File: src/rtl/afe_pkg.sv
// Shared encodings for the AFE4400 result-register reader: SPI byte slots,
// result-register addresses and the read-sequencer state type.
package afe_pkg;

   localparam logic [1:0] ADDR_PART = 2'd0;
   localparam logic [1:0] H_PART    = 2'd1;
   localparam logic [1:0] M_PART    = 2'd2;
   localparam logic [1:0] L_PART    = 2'd3;

   localparam logic [7:0] LED2VAL_ADDR     = 8'h2A;
   localparam logic [7:0] ALED2VAL_ADDR    = 8'h2B;
   localparam logic [7:0] LED1VAL_ADDR     = 8'h2C;
   localparam logic [7:0] ALED1VAL_ADDR    = 8'h2D;
   localparam logic [7:0] LED2_ALED2_ADDR  = 8'h2E;
   localparam logic [7:0] LED1_ALED1_ADDR  = 8'h2F;

   typedef enum logic [1:0] {
      IDLE     = 2'd0,
      WAIT_RDY = 2'd1,
      READ     = 2'd2,
      UPDATE   = 2'd3
   } afe_state_t;

endpackage

File: src/rtl/afe_rdy_sync.sv
// Two-flop synchroniser for the AFE ADC_RDY pin plus rising-edge detector.
module afe_rdy_sync (
   input  logic div_clk,
   input  logic rst_n,
   input  logic async_in,
   output logic rise_pulse
);

   logic [2:0] sync;

   always_ff @(posedge div_clk or negedge rst_n) begin
      if (!rst_n) sync <= '0;
      else        sync <= {sync[1:0], async_in};
   end

   // sync[1] is the first metastability-safe stage; sync[2] is its history.
   assign rise_pulse = sync[1] & ~sync[2];

endmodule

File: src/rtl/afe_data_rd.sv
// AFE4400 result reader: on each ADC_RDY edge reads N 24-bit result registers
// over SPI and publishes them atomically. Option macro: AFE_DIFF_RD_EN adds
// the two differential registers (0x2E, 0x2F).
//
// state    | meaning
// IDLE     | waiting for register initialisation to finish
// WAIT_RDY | armed, waiting for an ADC_RDY rising edge
// READ     | running read frames, assembling bytes into shadow registers
// UPDATE   | one cycle: shadow registers copied to the outputs
module afe_data_rd
   import afe_pkg::*;
#(
   parameter logic [7:0] REG_BASE = LED2VAL_ADDR,
   parameter int         RD_CNT   = 4
) (
   input  logic        div_clk,
   input  logic        rst_n,
   input  logic        ini_over,
   input  logic        adc_rdy,
   input  logic        spi_done,
   input  logic [1:0]  data_part,
   input  logic [7:0]  rx_data,
   output logic        rd_en,
   output logic [7:0]  rd_tx_data,
   output logic [23:0] led2_val,
   output logic [23:0] aled2_val,
   output logic [23:0] led1_val,
   output logic [23:0] aled1_val,
   output logic [23:0] led2_diff,
   output logic [23:0] led1_diff,
   output logic        sample_valid,
   output logic        busy,
   output logic        overrun
);

`ifdef AFE_DIFF_RD_EN
   localparam int N = RD_CNT + 2;
`else
   localparam int N = RD_CNT;
`endif
   localparam int            IW   = (N > 1) ? $clog2(N) : 1;
   localparam logic [IW-1:0] LAST = IW'(N - 1);

   afe_state_t    state;
   logic [IW-1:0] idx;
   logic [23:0]   asm_word;
   logic [23:0]   shadow [N];
   logic          rdy_rise;

   afe_rdy_sync u_rdy_sync (
      .div_clk    (div_clk),
      .rst_n      (rst_n),
      .async_in   (adc_rdy),
      .rise_pulse (rdy_rise)
   );

   always_ff @(posedge div_clk or negedge rst_n) begin
      if (!rst_n) begin
         state        <= IDLE;
         idx          <= '0;
         rd_en        <= 1'b0;
         busy         <= 1'b0;
         overrun      <= 1'b0;
         sample_valid <= 1'b0;
         rd_tx_data   <= 8'h00;
         asm_word     <= '0;
         for (int i = 0; i < N; i++) shadow[i] <= '0;
      end else begin
         sample_valid <= 1'b0;
         rd_tx_data   <= (data_part == ADDR_PART) ?
                         REG_BASE + {{(8-IW){1'b0}}, idx} : 8'h00;
         if (rdy_rise && (state == READ || state == UPDATE)) overrun <= 1'b1;
         case (state)
            IDLE: begin
               if (ini_over) state <= WAIT_RDY;
            end
            WAIT_RDY: begin
               if (!ini_over) begin
                  state <= IDLE;
               end else if (rdy_rise) begin
                  state <= READ;
                  idx   <= '0;
                  rd_en <= 1'b1;
                  busy  <= 1'b1;
               end
            end
            READ: begin
               if (spi_done) begin
                  case (data_part)
                     H_PART: asm_word[23:16] <= rx_data;
                     M_PART: asm_word[15:8]  <= rx_data;
                     L_PART: begin
                        shadow[idx]    <= {asm_word[23:8], rx_data};
                        asm_word[7:0]  <= rx_data;
                        idx            <= idx + 1'b1;
                        if (idx == LAST) begin
                           state <= UPDATE;
                           rd_en <= 1'b0;
                        end
                     end
                     default: ;
                  endcase
               end
            end
            UPDATE: begin
               // idx is parked at 0 so the first address byte is ready early.
               state        <= ini_over ? WAIT_RDY : IDLE;
               idx          <= '0;
               busy         <= 1'b0;
               sample_valid <= 1'b1;
            end
            default: state <= IDLE;
         endcase
      end
   end

   always_ff @(posedge div_clk or negedge rst_n) begin
      if (!rst_n) begin
         led2_val  <= '0;
         aled2_val <= '0;
         led1_val  <= '0;
         aled1_val <= '0;
      end else if (state == UPDATE) begin
         led2_val  <= shadow[0];
         aled2_val <= shadow[1];
         led1_val  <= shadow[2];
         aled1_val <= shadow[3];
      end
   end

`ifdef AFE_DIFF_RD_EN
   always_ff @(posedge div_clk or negedge rst_n) begin
      if (!rst_n) begin
         led2_diff <= '0;
         led1_diff <= '0;
      end else if (state == UPDATE) begin
         led2_diff <= shadow[RD_CNT];
         led1_diff <= shadow[RD_CNT+1];
      end
   end
`else
   assign led2_diff = 24'h000000;
   assign led1_diff = 24'h000000;
`endif

endmodule
File: config.mk
export PLATFORM = sky130hd
export DESIGN_NAME = afe_data_rd
export DESIGN_NICKNAME = d
export VERILOG_FILES = /design/src/rtl/afe_pkg.sv /design/src/rtl/afe_rdy_sync.sv /design/src/rtl/afe_data_rd.sv
export SDC_FILE = /design/constraint.sdc
export NUM_CORES = 1
export LEC_CHECK = 0
export BUFFER_PORTS_ARGS = -buffer_cell sky130_fd_sc_hd__buf_2
export CELL_PAD_IN_SITES_DETAIL_PLACEMENT = 1
export CELL_PAD_IN_SITES_GLOBAL_PLACEMENT = 1
export CORE_ASPECT_RATIO = 1.5
export CORE_MARGIN = 3
export CORE_UTILIZATION = 45
export DETAILED_ROUTE_END_ITERATION = 8
export GPL_ROUTABILITY_DRIVEN = 0
export PLACE_DENSITY_LB_ADDON = 0.1
export SETUP_SLACK_MARGIN = 0.4
export SYNTH_ARGS = -nofsm -noshare
export SYNTH_HDL_FRONTEND = slang
export SYNTH_HIERARCHICAL = 1
export SYNTH_SLANG_ARGS = --single-unit
export TNS_END_PERCENT = 20
File: constraint.sdc
create_clock -name div_clk -period 2.19 [get_ports div_clk]
set_input_delay 0 -clock div_clk [delete_from_list [all_inputs] [get_ports div_clk]]
set_output_delay 0 -clock div_clk [all_outputs]
set_load 0.01 [all_outputs]
==> impl_results.md <==
* Core Box Area at 0.01916 mm2
* # diodes at 0
* Worst Max-Slew Pin Slew at 613.9 ps
* Unique cell type count in the Yosys netlist at 31
* Setup CP Type: flop to flop
* Critical path depth in cells at 6
* Type of the most critical hold path: input port to flop
* Number of global-route vias before repair at 5194
* Global-route wire length before repair at 28.91 mm
* Leading cell types by count after synthesis: sky130_fd_sc_hd__dfrtp_1, sky130_fd_sc_hd__mux2_2, sky130_fd_sc_hd__buf_4
* Max-slew headroom at 59.07%
* Maximum number of pins on one net before global-route repair at 80
* Kind of start point of the critical path: flop
* RSZ-0062 raised after global routing: yes
* Power dissipated by switching net loads at 2.298 mW
* Leakage power total at 5.654 nW
* Most instantiated library cell after synthesis: sky130_fd_sc_hd__dfrtp_1
* Post-route DRC violation count at 0
* Clock root buffer: sky130_fd_sc_hd__clkbuf_16
* Number of nets with antenna violations after detailed routing at 0
* Net count reported at finish at 716
* Count of placed standard cells in the final layout, fillers left out at 965
* Post-synth top area share at 63.51%
* H-Tree Level Count at 1
* Vias at 4723
* Via density per instance at 4.894
* Total of buffers placed on input and output ports at 119
* Power share of the clock group at 36.3%
* Area Overhead vs Synth at 17.79%
* Number of CTS-inserted buffers at 21
* Crit path arrival time at 2090 ps
* Aggregate global-route resource usage at 17.33%
* Initial DRC count at 150
* Worst path required time at 2570 ps
* Total of max-cap violations at 0
* Cell count after placement at 915
* Total number of yosys warnings at 6
* Clock latency on the worst-skew pair at 500 ps
* Worst setup path endpoint: shadow[33]$_DFFE_PN0P_
* Result of the run: finished, final reports clean
* Internal power at 6.819 mW
* Ratio of total power to cell area at 881.0 mW/mm2
* Worst-path cell chain: inv_1 > ha_1 > nand3_1 > nor2_2 > buf_12 > mux2_2
* Number of enable flip-flop cells after synthesis at 0
* Share of the cycle needed by the critical path after routing at 78.36%
* Number of cells on the worst reg-to-reg path at 6
* Largest delay share family, worst path: flip-flops
* Critical register-to-register path endpoint: shadow[33]$_DFFE_PN0P_
* Total number of clock tree sinks at 223
* Library cell occupying the most area in the post-synthesis netlist: sky130_fd_sc_hd__dfrtp_1
* Number of primary I/O pins at 171
* Final number of max-transition violations at 0
* Launching instance or port of the critical path: idx[0]$_DFFE_PN0P_
* Initial core utilization at 45.85%
* Summed instance area of the synthesized netlist at 0.008786 mm2
* DIE AREA at 0.02127 mm2
* Largest voltage drop on the vdd net at 512.6 uV
* Shortest clock period the worst path allows after layout at 1716 ps
* Post-CTS clock slew at the launch and capture registers of the worst setup and hold paths at 60 ps
* Half-perimeter wire length of the detailed placement result at 12.34 mm
* FMAX at 582.7 MHz
* Number of hold-slack violations in the final timing report at 0
* TritonRoute pass-1 iters at 3
* Routed length per instance at 18.80 um
* Die width at 120.1 um
* Number of buffers between clock root and the deepest sink at 3
* Portion of total power attributed to sequential cells at 52.8%
* DRT Wirelength at 18.15 mm
* Most instantiated flip-flop cell in the synthesis netlist: sky130_fd_sc_hd__dfrtp_1
* Slowest cell on the critical path: sky130_fd_sc_hd__dfrtp_1
* Antenna violations before repair at 0
* CTS tree: done
* Total setup buffers inserted after CTS at 0
* Mean instance size in the synthesized netlist at 15.95 um2
* Maximum fanout along the worst path at 24
* Gate count of the mapped netlist at 551
* Setup violations, final at 0
* Net switching share of the total power at 25.21%
* Post-layout util at 54.01%
* Core Rows at 62
* Slowest cell delay on critical path at 420 ps
* Final TNS setup at 0 ps
* Fraction of synthesis flops using an asynchronous set or reset pin at 100.0%
* Post-synthesis sequential area ratio at 63.51%
* Share of cells above drive strength 1 at 53.88%
* Flops & latches, synth at 223
* Global route overflow at 0
* Y dimension of the die at 177.1 um
* Main area contributors after synthesis: sky130_fd_sc_hd__dfrtp_1, sky130_fd_sc_hd__mux2_2, sky130_fd_sc_hd__buf_4
* Worst Clk Skew at 12.36 ps
* Bufs and invs on worst path at 2
* Endpoint class of the critical path: flop
* Share of power burned in combinational logic at 10.9%
* Origin of the critical flop-to-flop path: idx[0]$_DFFE_PN0P_
* Minimum setup slack among reg-to-reg paths at 470 ps
timing repair:
| item | CTS | global route |
|---|---|---|
| resized for setup | 1 | 3 |
| hold endpoints to repair | 139 | 0 |
| setup endpoints to repair | 1 | 65 |
| hold buffers | 15 | 0 |
| gates cloned | 0 | 0 |
sequential cells by signal (all words and copies together), names as in the netlist, 2 cells and up, named ones only:
signal           cells
aled1_val           24
aled2_val           24
asm_word            16
idx                  2
led1_val            24
led2_val            24
rd_tx_data           4
shadow              96
u_rdy_sync/sync      3
metrics by stage:
| step | worst slack (ps) | instance area (um2) | total power, mW | hold slack, ps |
|---|---|---|---|---|
| final | 474.0 | 10350 | 9.117 | 43.96 |
| after global routing | 371.2 | 10350 | 9.578 | 26.94 |
| after CTS | 423.7 | 10340 | 9.273 | 24.61 |
| after detailed placement | 399.1 | 9575 | 5.897 | 38.70 |
| after global placement | 463.4 | 9575 | 5.837 | 28.04 |
| after floorplan | 521.5 | 8974 | 5.428 | -295.6 |
final cells by class:
class	instances	area, um2
repair buffers	147	948.4
fillers	1900	8812
flip-flops and latches	223	5583
clock buffers	28	571.8
well taps	256	320.3
multi-input cells	299	2865
inverters	5	18.77
clock inverters	7	41.29
power groups by stage:
stage / sequential [mW] / clock [mW] / combinational, mW
after global placement: 4.88 / 0 / 0.957
after detailed placement: 4.91 / 0 / 0.990
after global routing: 4.87 / 3.61 / 1.10
after floorplan: 4.82 / 0 / 0.612
final: 4.81 / 3.31 / 0.994
after CTS: 4.83 / 3.42 / 1.02
cell families after synthesis:
group           count (synthesis)  synth area share (%)
flops                         223                 63.51
xor+xnor                        1               0.09970
other cells                     1               0.04268
mux                           208                 26.66
compound gates                  7                0.5697
buf+inv                        79                 6.209
simple gates                   28                 2.336
fa+ha+maj                       4                0.5697
layout by cell type, fill, tap and decap left out, types with 4 or more instances in the layout:
cell and n:
sky130_fd_sc_hd__conb_1 51, sky130_fd_sc_hd__buf_4 5, sky130_fd_sc_hd__ha_1 4, sky130_fd_sc_hd__mux2_2 208, sky130_fd_sc_hd__clkbuf_1 5, sky130_fd_sc_hd__inv_1 5, sky130_fd_sc_hd__dfrtp_1 221, sky130_fd_sc_hd__nor3_1 4
sky130_fd_sc_hd__dlygate4sd3_1 15, sky130_fd_sc_hd__nand3_1 4, sky130_fd_sc_hd__buf_12 7, sky130_fd_sc_hd__buf_2 118, sky130_fd_sc_hd__clkbuf_16 21, sky130_fd_sc_hd__clkinv_2 5
how the worst min path moves through the flow:
| stage | start | depth (start not counted) | slack (ps) | to |
|---|---|---|---|---|
| 6_report | spi_done | 4 | 40 | idx[0]$_DFFE_PN0P_ |
| 2_1_floorplan | rst_n | 0 | -300 | asynchronous set/reset pin |
| 4_1_cts | spi_done | 4 | 20 | idx[0]$_DFFE_PN0P_ |
| 3_3_place_gp | rst_n | 1 | 30 | aled1_val[10]$_DFFE_PN0N_ |
| 3_5_place_dp | rst_n | 1 | 40 | aled1_val[9]$_DFFE_PN0N_ |
| 5_1_grt | spi_done | 4 | 30 | idx[0]$_DFFE_PN0P_ |
metal layers:
| layer | vias up | global-route usage (%) | part of all wire (%) |
|---|---|---|---|
| li1 | 2111 | - | - |
| met1 | 2479 | 21.02 | 39 |
| met2 | 118 | 31.81 | 54 |
| met3 | 15 | 3.454 | 5.0 |
| met4 | 0 | 3.774 | 1.2 |
| met5 | - | 0 | 0 |
worst min-delay path: cells and delay by family:
family	cells	cell delay [ps]
buffers and inverters	1	140
AND/OR/NAND/NOR	1	160
XOR/XNOR	1	130
AO/OA/AOI/OAI	1	60
Note: power is estimated with default switching activity, not from simulation.
